[src/rtl/apb_regfile.sv]
// APB completer holding NUM_REGS read/write registers of DATA_WIDTH bits, exposed to the local fabric.
// Latency: setup at T, pready in cycle T+1+WAIT_CYCLES; register update and reg_wr pulse in the following cycle.
// Backpressure: pready is the only stall; the wait-state count advances only while psel & penable are held.
//
// Ports:
//   pclk, presetn                : clock, asynchronous active-low reset
//   psel/penable/pwrite/paddr/
//   pwdata/pstrb/pprot           : APB request from the requester stage
//   pready/prdata/pslverr        : APB response (combinational from FSM state and count)
//   regs_q                       : flattened register contents, register i at [i*DATA_WIDTH +: DATA_WIDTH]
//   reg_wr                       : one-cycle pulse per register written
//
// Optional feature macro: APB_REGFILE_SECURE_EN
//   defined   -> transfers with pprot[1] = 1 (non-secure) complete with pslverr and have no effect
//   undefined -> pprot is ignored

module apb_regfile #(
    parameter int ADDR_WIDTH  = 32,
    parameter int DATA_WIDTH  = 32,
    parameter int NUM_REGS    = 8,
    parameter int WAIT_CYCLES = 1
) (
    input  logic                           pclk,
    input  logic                           presetn,
    input  logic                           psel,
    input  logic                           penable,
    input  logic                           pwrite,
    input  logic [ADDR_WIDTH-1:0]          paddr,
    input  logic [DATA_WIDTH-1:0]          pwdata,
    input  logic [DATA_WIDTH/8-1:0]        pstrb,
    input  logic [2:0]                     pprot,
    output logic                           pready,
    output logic [DATA_WIDTH-1:0]          prdata,
    output logic                           pslverr,
    output logic [NUM_REGS*DATA_WIDTH-1:0] regs_q,
    output logic [NUM_REGS-1:0]            reg_wr
);

    localparam int STRB_W = DATA_WIDTH / 8;
    localparam int OFS    = $clog2(STRB_W);
    localparam int WIDX_W = ADDR_WIDTH - OFS;
    localparam int IDX_W  = (NUM_REGS > 1) ? $clog2(NUM_REGS) : 1;

    typedef enum logic {
        IDLE   = 1'b0,
        ACTIVE = 1'b1
    } state_t;

    state_t                 state;
    logic [3:0]             cnt;
    logic [IDX_W-1:0]       idx;
    logic                   wr;
    logic                   err;
    logic [DATA_WIDTH-1:0]  wdata;
    logic [STRB_W-1:0]      strb;
    logic [DATA_WIDTH-1:0]  regs [NUM_REGS];

    logic [WIDX_W-1:0]      word_idx;
    logic                   setup_err;
    logic                   unused_prot;

    // Only pprot[1] matters, and only in the secure build.
    assign unused_prot = ^pprot;

    assign word_idx = paddr[ADDR_WIDTH-1:OFS];

    always_comb begin
        setup_err = (paddr[OFS-1:0] != '0) || (word_idx >= WIDX_W'(NUM_REGS));
`ifdef APB_REGFILE_SECURE_EN
        setup_err = setup_err || pprot[1];
`else
        setup_err = setup_err;
`endif
    end

    // Completion is qualified by the live psel/penable so the requester never sees
    // pready during setup or after it has withdrawn the transfer.
    assign pready  = (state == ACTIVE) && psel && penable && (cnt == 4'd0);
    assign pslverr = pready && err;
    assign prdata  = (pready && !wr && !err) ? regs[idx] : '0;

    always_ff @(posedge pclk or negedge presetn) begin
        if (!presetn) begin
            state  <= IDLE;
            cnt    <= 4'd0;
            idx    <= '0;
            wr     <= 1'b0;
            err    <= 1'b0;
            wdata  <= '0;
            strb   <= '0;
            reg_wr <= '0;
            for (int i = 0; i < NUM_REGS; i++) begin
                regs[i] <= '0;
            end
        end else begin
            reg_wr <= '0;
            case (state)
                IDLE: begin
                    // An access phase with no preceding setup is not a transfer.
                    if (psel && !penable) begin
                        idx   <= word_idx[IDX_W-1:0];
                        wr    <= pwrite;
                        err   <= setup_err;
                        wdata <= pwdata;
                        strb  <= pstrb;
                        cnt   <= 4'(WAIT_CYCLES);
                        state <= ACTIVE;
                    end
                end
                ACTIVE: begin
                    if (!psel) begin
                        // Requester abandoned the transfer: nothing is committed.
                        state <= IDLE;
                    end else if (penable) begin
                        if (cnt != 4'd0) begin
                            cnt <= cnt - 4'd1;
                        end else begin
                            state <= IDLE;
                            if (wr && !err) begin
                                for (int b = 0; b < STRB_W; b++) begin
                                    if (strb[b]) begin
                                        regs[idx][b*8 +: 8] <= wdata[b*8 +: 8];
                                    end
                                end
                                // Pulses even for an all-zero strobe: the register was addressed.
                                reg_wr[idx] <= 1'b1;
                            end
                        end
                    end
                end
                default: state <= IDLE;
            endcase
        end
    end

    for (genvar g = 0; g < NUM_REGS; g++) begin : g_regs_q
        assign regs_q[g*DATA_WIDTH +: DATA_WIDTH] = regs[g];
    end

endmodule

[config.mk]
export PLATFORM = sky130hd
export DESIGN_NAME = apb_regfile
export DESIGN_NICKNAME = d
export VERILOG_FILES = /design/src/rtl/apb_regfile.sv
export SDC_FILE = /design/constraint.sdc
export NUM_CORES = 1
export LEC_CHECK = 0
export BUFFER_PORTS_ARGS = -buffer_cell sky130_fd_sc_hd__buf_2
export CORE_UTILIZATION = 55
export CTS_BUF_LIST = sky130_fd_sc_hd__clkbuf_16
export CTS_CLUSTER_SIZE = 12
export DETAILED_ROUTE_END_ITERATION = 6
export PLACE_DENSITY = 0.84
export SLEW_MARGIN = 10
export SYNTH_ARGS = -nofsm -noshare
export SYNTH_HDL_FRONTEND = slang
export SYNTH_SLANG_ARGS = --single-unit
[constraint.sdc]
create_clock -name pclk -period 3.4 [get_ports pclk]
set_input_delay 0.17 -clock pclk [delete_from_list [all_inputs] [get_ports pclk]]
set_output_delay 0.17 -clock pclk [all_outputs]
set_load 0.02 [all_outputs]
==> results.md <==
- TritonCTS clock tree: done
- Max cap viols: 0
- Final Hold Fails: 0
- Number of synthesized flops with an enable pin: 0
- Reg2Reg Launch Point: err
- Post-synth ARST share: between 90% and 100%
- Antenna diode count: 0
- CTS sink cnt: slightly above 300
- Avg WL per Cell: 24.6 um
- Max FO, Critical Path: 16
- Pins over their slew limit: 0
- Placed Area: 15,400 um^2
- Vias: roughly 10,000
- Crit path launch: cnt[0]
- TritonRoute pass-1 iters: 6
- Crit-path leading delay family: simple AND/OR/NAND/NOR gates
- Initial antenna violation count: 0
- Register bit total from synthesis: 310
- Die area: about 24,000 um^2
- Final ANT Viol Nets: 0
- Final GP Congestion: 0.831
- Post-Syn Area per Cell: around 14 um^2
- CP max stage delay: 0.51 ns
- Post-CTS sizing: 0
- Critical Path End Type: output pin
- Hold Crit Start: psel
- Syn nets: 997
- Filler cells: 1,572
- Post-route DRC violation count: 0
- PwrDens: between 400 and 500 nW/um^2
- LEAKAGE: 8.97 nW
- Initial core utilization: 56.1%
- Cell Area, Synth: 13,100 um^2
- Primary FF master, synth: dfrtp_1
- Mux share of post-synthesis cell area: 25.5%
- Die width: roughly 160 um
- Vias per inst: between 6 and 7
- Die Y: 156 um
- Slew headroom: between 30% and 40%
- Post-Synth Adder-Cell Area: less than 1%
- Synth top area share: approximately three fifths
- Final TNS setup: 0 ns
- Slew of the pin with the lowest slew margin: 0.916 ns
- Arrival time at the worst endpoint: 2.94 ns
- Design Area, Final: 16,900 um^2
- IO Port Bufs: 370
- Rows: 56
- Period utilization: 91.4%
- Fin crit period: about 3.1 ns
- # IOs: 374
- Largest net degree at the start of global routing: 82
- Share of layout cells above drive strength 1: between 50% and 60%
- Gate Count Post-Synth: 920
- Syn. warnings: 0
- Max Buffers Root-to-Sink: 3
- Iteration-0 DRC count of the detailed router: 917
- Num CTS Buffers: 34
- Vias in the first global route: roughly 11,000
- Post-Synth Simple-Gate Area: 6.08%
- Core Util, Final: 72.1%
- Crit-path cells: inv_1 -> ha_1 -> and4b_1 -> and3_2 -> buf_12 -> o221ai_1 -> nor4_1 -> buf_2
- Post-synthesis sequential area ratio: between 50% and 60%
- Synth cell count leaders: 310 x dfrtp_1, 279 x mux2_2, 97 x o22ai_1, 36 x nor4_1, 31 x o221ai_1
- Worst Hold Class: input port to flop
- Dominant cell type by area after synthesis: dfrtp_1
- Largest family of logic cells by synthesized area: multiplexers
- Setup bufs post-CTS: 0
- Critical path class: flop to output pin
- Worst Skew: 0.00870 ns
- XOR/XNOR Fraction of Synth Area: 0%
- Core area: 23,400 um^2
- Critical Path Slowest Stage Cell: and3_2
- CP Launch Type: flop
- Ranking of synthesized cells by area: dfrtp_1 59%, mux2_2 24%, o22ai_1 4.6%
- Final #Nets: 1,424
- Synth-to-Final Area Change: 28.7%
- Synth Area in Compound Gates: about 7.3%
- Unrepaired setup endpoints after global routing: no
- Fmax: 0.322 GHz
- Clock Latency Late Sink: 0.50 ns
- GRT Residual Overflow: 0
- Most numerous cell in the Yosys netlist: dfrtp_1
- Status: complete, no violations
- Worst vdd ir: 0.000358 V
- Final setup fails: 0
- Final HPWL DP: 26.4 mm
- First-pass GRT wire length: 62.1 mm
- Synth unique cells: 41
- CTS H-Tree Depth: 2
- CTS Hold Bufs: 43
- WP buf/inv: 3
- Clk slew on worst S/H paths: 0.06 ns
- GRT Util Overall: 34.0%
- Clock root buffer: clkbuf_16
- Worst EP required: between 3 and 4 ns
- Post-Route WL: 41.4 mm
-- registers in the layout (all words and copies together) (netlist names) --
signal	cells
state	1
regs_q	256
reg_wr	8
strb	4
cnt	4
wdata	32
wr	1
err	1
idx	3
-- cell type report --
type                    count  area, um^2  share of cell area [%]
flip-flops and latches    310        7760                    46.0
multi-input cells         554        5130                    30.4
repair buffers            437        2530                    15.0
clock buffers              37         926                    5.48
well taps                 319         399                    2.36
clock inverters            17        97.6                   0.578
inverters                  10        37.5                   0.222
-- path summary, 6_finish.rpt --
check / end / slack, ns / cells after the start
max: prdata[17] / 0.29 / 8
min: cnt[2] / 0.02 / 3
max reg2reg: regs_q[119] / 0.86 / 4
min reg2reg: regs_q[228] / 0.51 / 1
max in group asynchronous: regs_q[253] / 2.30 / 3
min in group asynchronous: regs_q[125] / 0.24 / 2
-- kinds of logic (layout without fill, tap and decap cells) --
group                    Yosys count  after routing
AND/OR/NAND/NOR                  117            117
buffers and inverters             56            501
flip-flops                       310            310
multiplexers                     297            297
AO/OA/AOI/OAI                    139            139
adder cells (fa/ha/maj)            1              1
-- per-stage QoR --
stage / power [W] / hold WS, ns / instances / setup WS (ns)
final: 0.00838 / 0.0209 / 1684 / 0.291
after global routing: 0.00865 / 0.0244 / 1684 / 0.212
after CTS: 0.00840 / 0.00688 / 1684 / 0.343
after detailed placement: 0.00495 / 0.189 / 1587 / 0.864
after global placement: 0.00492 / 0.188 / 1587 / 0.897
after floorplan: 0.00452 / -0.126 / 920 / 1.01
-- routing by layer --
| layer | part of all wire, % | vias to the layer above | global-route usage, % |
|---|---|---|---|
| li1 | - | 4348 | - |
| met1 | 38 | 5360 | 42.6 |
| met2 | 50 | 611 | 56.6 |
| met3 | 8.1 | 157 | 7.06 |
| met4 | 4.1 | 0 | 16.0 |
| met5 | 0 | - | 0 |
-- where the power goes --
group / switching [W] / total (W) / internal (W)
clock: 0.00140 / 0.00341 / 0.00201
combinational: 0.000576 / 0.000941 / 0.000365
sequential: 0.000222 / 0.00402 / 0.00380
total: 0.00220 / 0.00838 / 0.00618
-- worst reg2reg max path, stage by stage, from the launching register on --
cell and delay [ns]:
dfrtp_1 0.40, nor2b_1 0.68, nand4_4 0.33, nor2_2 0.58, mux2_2 0.42
-- cells in the final DEF (no fill, tap or decap), types with 2 or more instances in the layout --
| cell type | n |
|---|---|
| o2bb2ai_1 | 2 |
| o22ai_1 | 97 |
| nand2_1 | 7 |
| mux2_1 | 17 |
| nand4_4 | 4 |
| nor2_2 | 24 |
| nand3b_1 | 3 |
| nor2_4 | 8 |
| dfrtp_1 | 310 |
| nor3_1 | 3 |
| nor2b_1 | 3 |
| nand3_1 | 2 |
| nor2_1 | 11 |
| buf_12 | 5 |
| dlygate4sd3_1 | 43 |
| clkbuf_16 | 37 |
| buf_4 | 19 |
| clkinv_1 | 8 |
| o21ai_0 | 2 |
| or3b_2 | 3 |
| mux2_2 | 279 |
| nor4_1 | 36 |
| inv_1 | 14 |
| buf_2 | 369 |
| clkinv_2 | 3 |
| o221ai_1 | 31 |
Power figures use the tool's default switching activity.
